===== config.mk =====
export PLATFORM = sky130hd
export DESIGN_NAME = sd_seq_fsm
export DESIGN_NICKNAME = d
export VERILOG_FILES = /design/src/rtl/sd_seq_fsm.sv
export SDC_FILE = /design/constraint.sdc
export NUM_CORES = 1
export LEC_CHECK = 0
export CAP_MARGIN = 20
export CORE_ASPECT_RATIO = 1.25
export CORE_MARGIN = 2
export CORE_UTILIZATION = 47
export DETAILED_ROUTE_END_ITERATION = 7
export HOLD_SLACK_MARGIN = 0.15
export PLACE_DENSITY = 0.78
export RECOVER_POWER = 50
export REMOVE_ABC_BUFFERS = 1
export SLEW_MARGIN = 15
export SYNTH_ARGS = -nofsm -noshare
export SYNTH_HDL_FRONTEND = slang
export SYNTH_SLANG_ARGS = --single-unit

===== constraint.sdc =====
create_clock -name iclk -period 3.1 [get_ports iclk]
set_input_delay 0.31 -clock iclk [delete_from_list [all_inputs] [get_ports iclk]]
set_output_delay 0.31 -clock iclk [all_outputs]
set_load 0.02 [all_outputs]

===== src/rtl/sd_seq_fsm.sv =====
// rtl/sd_seq_fsm.sv - SD bus sequencer: card init, CMD18/CMD25 group loop, CMD15 terminate
// Optional macro SD_SEQ_POLL_LIMIT_EN bounds the ACMD41 busy poll to POLL_MAX responses.
module sd_seq_fsm #(
  parameter int unsigned       ADDR_W   = 20,
  parameter int unsigned       ADDR_LSB = 12,
  parameter logic [ADDR_W-1:0] END_ADDR = {ADDR_W{1'b1}},
  parameter int unsigned       POLL_MAX = 1000
) (
  input  logic              iclk,
  input  logic              irst,
  input  logic              istart,
  input  logic              icmd_done,
  input  logic              icmd_err,
  input  logic [31:0]       iresp,
  input  logic              istop_data,
  input  logic              iread_done,
  input  logic              iwrite_done,
  input  logic              iotp_ready,
  output logic              osel_clk,
  output logic              ogen_otp,
  output logic              onew_otp,
  output logic              ostart_cmd,
  output logic [5:0]        oindex,
  output logic [31:0]       oarg,
  output logic              ostart_d,
  output logic              osuccess,
  output logic              ofail,
  output logic [5:0]        ofail_idx,
  output logic [ADDR_W-1:0] oaddr,
  output logic              obusy
);

  typedef enum logic [5:0] {
    S_IDLE   = 6'd0,  S_CMD2  = 6'd2,  S_CMD3  = 6'd3,  S_ACMD6 = 6'd6,
    S_CMD7   = 6'd7,  S_CMD9  = 6'd9,  S_CMD12 = 6'd12, S_CMD15 = 6'd15,
    S_CMD18  = 6'd18, S_READ  = 6'd19, S_WAIT  = 6'd20, S_WRITE = 6'd21,
    S_CMD25  = 6'd25, S_ACMD41 = 6'd41, S_CMD55 = 6'd55
  } state_t;

  state_t              r_state, w_next;
  logic                r_istart_q;
  logic [15:0]         r_rca;
  logic [ADDR_W-1:0]   r_addr;
  logic                r_done;
  logic                r_sel_clk, r_start_cmd, r_start_d, r_gen_otp;
  logic                r_success, r_fail;
  logic [5:0]          r_fail_idx;
  logic [31:0]         w_arg;
  logic [31:0]         w_addr_ext;
  logic                w_start, w_next_is_cmd, w_change, w_acmd41_busy, w_poll_hit;
  logic                w_unused_ok;

  assign w_start    = istart & ~r_istart_q;
  assign w_change   = (w_next != r_state);
  assign w_addr_ext = 32'(r_addr);
  assign w_acmd41_busy = (r_state == S_ACMD41) && icmd_done && !icmd_err &&
                         (iresp[21:20] != 2'b00) && !iresp[31];

`ifdef SD_SEQ_POLL_LIMIT_EN
  logic [15:0] r_poll;
  logic [15:0] w_poll_inc;
  assign w_poll_inc  = r_poll + 16'd1;
  assign w_poll_hit  = (w_poll_inc == POLL_MAX[15:0]);
  assign w_unused_ok = &{1'b0, iresp[19:13], iresp[8:6], iresp[4:0]};

  always_ff @(posedge iclk or posedge irst) begin
    if (irst)                          r_poll <= 16'd0;
    else if (r_state == S_IDLE && w_start) r_poll <= 16'd0;
    else if (w_acmd41_busy)            r_poll <= w_poll_inc;
  end
`else
  assign w_poll_hit  = 1'b0;
  assign w_unused_ok = &{1'b0, iresp[19:13], iresp[8:6], iresp[4:0], (POLL_MAX != 0)};
`endif

  always_comb begin
    w_next = r_state;
    case (r_state)
      S_IDLE:  if (w_start) w_next = S_CMD55;
      S_READ:  if (istop_data || iwrite_done) w_next = S_CMD12;
      S_WRITE: if (istop_data) w_next = S_CMD12;
      S_WAIT: begin
        if (iwrite_done)                   w_next = r_done ? S_CMD15 : S_CMD18;
        else if (iread_done && iotp_ready) w_next = S_CMD25;
      end
      default: begin
        // command states: an error aborts even if the response arrives the same cycle
        if (icmd_err) begin
          w_next = S_IDLE;
        end else if (icmd_done) begin
          case (r_state)
            S_CMD55:  w_next = !iresp[5] ? S_IDLE : (r_sel_clk ? S_ACMD6 : S_ACMD41);
            S_ACMD41: begin
              if (iresp[21:20] == 2'b00) w_next = S_IDLE;
              else if (iresp[31])        w_next = S_CMD2;
              else                       w_next = w_poll_hit ? S_IDLE : S_CMD55;
            end
            S_CMD2:  w_next = S_CMD3;
            S_CMD3:  w_next = S_CMD9;
            S_CMD9:  w_next = S_CMD7;
            S_CMD7:  w_next = S_CMD55;
            S_ACMD6: w_next = (iresp[12:9] == 4'd4) ? S_CMD18 : S_IDLE;
            S_CMD18: w_next = iresp[31] ? S_CMD15 : S_READ;
            S_CMD12: w_next = S_WAIT;
            S_CMD25: w_next = S_WRITE;
            default: w_next = S_IDLE;
          endcase
        end
      end
    endcase
  end

  assign w_next_is_cmd = (w_next != S_IDLE) && (w_next != S_READ) &&
                         (w_next != S_WAIT) && (w_next != S_WRITE);

  always_ff @(posedge iclk or posedge irst) begin
    if (irst) begin
      r_state     <= S_IDLE;
      r_istart_q  <= 1'b0;
      r_rca       <= 16'd0;
      r_addr      <= '0;
      r_done      <= 1'b0;
      r_sel_clk   <= 1'b0;
      r_start_cmd <= 1'b0;
      r_start_d   <= 1'b0;
      r_gen_otp   <= 1'b0;
      r_success   <= 1'b0;
      r_fail      <= 1'b0;
      r_fail_idx  <= 6'd0;
    end else begin
      r_state     <= w_next;
      r_istart_q  <= istart;
      r_start_cmd <= w_change && w_next_is_cmd;
      r_start_d   <= w_change && (w_next == S_CMD18 || w_next == S_WRITE);
      r_gen_otp   <= w_change && (w_next == S_READ);
      if (r_state == S_IDLE && w_start) begin
        r_success  <= 1'b0;
        r_fail     <= 1'b0;
        r_fail_idx <= 6'd0;
        r_addr     <= '0;
        r_done     <= 1'b0;
      end
      if (r_state == S_CMD3 && w_next == S_CMD9) r_rca <= iresp[31:16];
      if (w_change && w_next == S_CMD9) r_sel_clk <= 1'b1;
      if (w_change && w_next == S_IDLE) begin
        r_sel_clk <= 1'b0;
        if (r_state == S_CMD15) begin
          r_success <= 1'b1;
        end else begin
          r_fail     <= 1'b1;
          r_fail_idx <= r_state;
        end
      end
      if (r_state == S_WRITE && w_change) begin
        if (r_addr == END_ADDR) begin
          r_addr <= '0;
          r_done <= 1'b1;
        end else begin
          r_addr <= r_addr + 1'b1;
        end
      end
    end
  end

  always_comb begin
    w_arg = 32'hFFFF_FFFF;
    case (r_state)
      S_CMD55:                   w_arg[31:16] = r_sel_clk ? r_rca : 16'h0000;
      S_ACMD41:                  w_arg = 32'h8030_0000;
      S_CMD9, S_CMD7, S_CMD15:   w_arg[31:16] = r_rca;
      S_ACMD6:                   w_arg[0] = 1'b0;
      S_CMD18, S_CMD25:          w_arg = w_addr_ext << ADDR_LSB;
      default:                   w_arg = 32'hFFFF_FFFF;
    endcase
  end

  assign oarg       = w_arg;
  assign oindex     = r_state;
  assign onew_otp   = (r_state == S_IDLE);
  assign obusy      = (r_state != S_IDLE);
  assign osel_clk   = r_sel_clk;
  assign ostart_cmd = r_start_cmd;
  assign ostart_d   = r_start_d;
  assign ogen_otp   = r_gen_otp;
  assign osuccess   = r_success;
  assign ofail      = r_fail;
  assign ofail_idx  = r_fail_idx;
  assign oaddr      = r_addr;

endmodule


==> results.ini <==
[status]
status = completed

[synth]
ys.flop_type = dfrtp_1
yosys_warnings = 0
ys_seq_elements = 56
async_reset_ff_share_pct = 100
netlist.top_cell.by_area = dfrtp_1
synthTopCellsByArea = dfrtp_1, o21ai_0, mux2_2
synth_edf_count = 0
synth_top_family_by_area = simple AND/OR/NAND/NOR gates
synth_xor_area_share_pct = 0.927
synth_mux_area_share_pct = 6.04
synth-simple-area-share_pct = 26.1
synth_cells = 401
synth-adder-area-share_pct = 0.343
synth_top_cell_area_share_pct = 38.4
synth_cell_types = 68
synth-compound-area-share_pct = 21.3
yosysSeqAreaShare_pct = 38.4
netlist_area_sq_um = 3640
syn_avg_cell_area_sq_um = 9.09

[power_and_ir_drop]
intPower_mw = 2.05
p_sw_mw = 1.61
switching_share_pct = 43.9
peakVddDrop_mv = 0.510
leakage_nw = 2.28
pwr-share-clk_pct = 12.1
pwr-share-seq_pct = 28.2
p_comb_share_pct = 59.6
p_per_area_nw_per_um2 = 725

[die]
die_w_um = 82.8
start_util_pct = 49.0
io_pins = 113
core_area_sq_um = 7440
die_h_um = 102
fp-row-count = 35
die_area_sq_um = 8480

[final_layout]
utilization_pct = 67.8
n_fill_cell = 622
antennaDiodeCount = 0
layout_common_cells = dfrtp_1, clkdlybuf4s50_1, buf_4
nets = 568
drive_gt1_share_pct = 19.4
area_delta_synth_final_pct = 38.5
layout_commonest_cell = dfrtp_1

[critical_path]
r2r_cells = 8
path_max_fanout = 8
cp.required_ps = 3290
r2r-start = oindex[4]$_DFF_PP0_
crit_path_end_kind = flop
r2r_slack_ps = 90
cp-start-kind = flop
arrival_ps = 3190
crit_type = flop to flop
reg2reg_to = ostart_d$_DFF_PP0_

[place]
dpl.hpwl_mm = 8.75
place.gp.congestion = 0.918
io_buffers = 101

[detailed_routing]
via_per_inst = 6.02
dr_wl_met2_mm = 6.05
wl_per_cell_um = 18.6
dr_wl_met3_um = 539
drtPass1Iterations = 5
vias = 3727
routed.top_layer = met4
wl_mm = 11.5
met1_length_mm = 4.54
drtAntennaViolNets = 0
route.detailed.drc = 0
drt_iter0_markers = 190

[sta]
finalCritPeriodShare_pct = 97.0
fin_crit_ps = 3010
worst_pin_slew_ps = 1160
setup_viol = 0
hold_viol_final = 0
rsz0062_at_grt = no
max_freq_mhz = 333
fin_skew_ps = 19.4
slew_headroom_pct = 22.9
fin_hold_ws_ps = 495
slew_viol_final = 0

[clock_tree]
clk_pin_slew_ps = 120
insertion_delay_ps = 330
cts.htree.levels = 2
cts_inserted_buffers = 5
cts_tree = built
cts_root_buffer = clkbuf_8
clock-sinks = 56
postCtsHoldBufs = 0
cts_buffer_depth = 2

[global_route]
grt_pass1_wl_mm = 18.4
grt_pass1_vias = 3728
grt_usage_pct = 28.6
antenna_found_initial = 0
globalRouteOverflowTotal = 0
grt_max_degree = 32

[worst_hold_path]
whs_endpoint = r_done$_DFF_PP0_
min_from = r_done$_DFF_PP0_
hold_path.class = flop to flop
hold_path_depth = 2

[job]
drv_cap = 0

-- final cells by class --
| class | instances | area, sq um | share of cell area (%) |
|---|---|---|---|
| multi-input cells | 298 | 2020 | 40.1 |
| flip-flops and latches | 56 | 1410 | 27.9 |
| well taps | 92 | 115 | 2.28 |
| clock buffers | 5 | 68.8 | 1.36 |
| clock inverters | 3 | 26.3 | 0.521 |
| inverters | 17 | 63.8 | 1.26 |
| repair buffers | 148 | 1340 | 26.6 |
-- sequential cells by signal, summed over array words and instances (netlist names) --
| name | flops |
|---|---|
| r_rca | 16 |
| ofail | 1 |
| oindex | 6 |
| ostart_cmd | 1 |
| r_done | 1 |
| ogen_otp | 1 |
| oaddr | 20 |
| ostart_d | 1 |
| osuccess | 1 |
| osel_clk | 1 |
| ofail_idx | 6 |
| r_istart_q | 1 |
-- how the worst max path moves through the flow --
stage | from | endpoint | slack [ps] | cells past startpoint
6_report | oindex[4]$_DFF_PP0_ | ostart_d$_DFF_PP0_ | 90 | 8
3_5_place_dp | oindex[5]$_DFF_PP0_ | ostart_d$_DFF_PP0_ | 80 | 8
2_1_floorplan | oindex[0]$_DFF_PP0_ | oarg[10] | -1320 | 4
4_1_cts | oindex[2]$_DFF_PP0_ | ostart_d$_DFF_PP0_ | 70 | 8
3_3_place_gp | oindex[5]$_DFF_PP0_ | ofail_idx[5]$_DFF_PP0_ | 130 | 9
5_1_grt | oindex[2]$_DFF_PP0_ | ostart_d$_DFF_PP0_ | 30 | 8
-- worst max-delay path, stage by stage (launching register included) --
cell and delay, ps:
dfrtp_2 500, nand4bb_1 280, or4_4 560, o41a_1 170, a311o_1 310, and2_2 240
xnor2_2 160, and3_1 240, a2111oi_1 410
-- Yosys cell counts (4+ instances only) --
| master | instances |
|---|---|
| inv_1 | 16 |
| dfrtp_1 | 56 |
| nand4_1 | 6 |
| nand3_1 | 15 |
| buf_2 | 6 |
| a221o_1 | 16 |
| nand2_1 | 42 |
| or2_2 | 4 |
| and3_1 | 11 |
| o21ai_0 | 36 |
| mux2i_1 | 4 |
| buf_4 | 14 |
| o31ai_1 | 4 |
| clkbuf_1 | 8 |
| nor2_1 | 42 |
| nor4_1 | 6 |
| a21oi_1 | 13 |
| nand2b_1 | 5 |
| mux2_2 | 16 |
-- repair_timing --
| action | CTS | global route |
|---|---|---|
| buffers inserted | 0 | 0 |
| resized for setup | 22 | 5 |
| pin swaps | 0 | 0 |
| endpoints found under the setup margin | 16 | 15 |
-- layer usage --
| layer | track usage, % | vias to the layer above |
|---|---|---|
| met5 | 0 | - |
| met4 | 11.9 | 0 |
| met3 | 4.86 | 30 |
| met2 | 51.8 | 133 |
| met1 | 32.7 | 1834 |
| li1 | - | 1730 |
-- cells by family (layout without fill, tap and decap cells) --
family | Yosys count | after routing
compound gates | 101 | 101
simple gates | 173 | 173
xor+xnor | 3 | 3
fa+ha+maj | 1 | 1
flops | 56 | 56
buf+inv | 47 | 173
mux | 20 | 20
-- per-stage QoR --
| step | setup WS, ps | TNS (ps) | std cells | total power [mW] | instance area (sq um) |
|---|---|---|---|---|---|
| 6_report | 92.9 | 0 | 619 | 3.66 | 5050 |
| 5_1_grt | 25.9 | 0 | 619 | 3.87 | 5050 |
| 3_5_place_dp | 77.5 | 0 | 611 | 3.25 | 4940 |
| 2_1_floorplan | -1320 | -14570 | 371 | 2.22 | 3460 |
| 4_1_cts | 69.6 | 0 | 619 | 3.67 | 5030 |
| 3_3_place_gp | 134 | 0 | 610 | 3.20 | 4930 |
-- power groups by stage --
stage / registers [mW] / logic [mW] / clock network, mW
after floorplan: 1.15 / 1.07 / 0
after global routing: 1.05 / 2.35 / 0.473
after global placement: 1.03 / 2.16 / 0
after detailed placement: 1.04 / 2.21 / 0
after CTS: 1.03 / 2.19 / 0.450
final: 1.03 / 2.18 / 0.444
No activity file was read; power rests on OpenSTA's default activity.
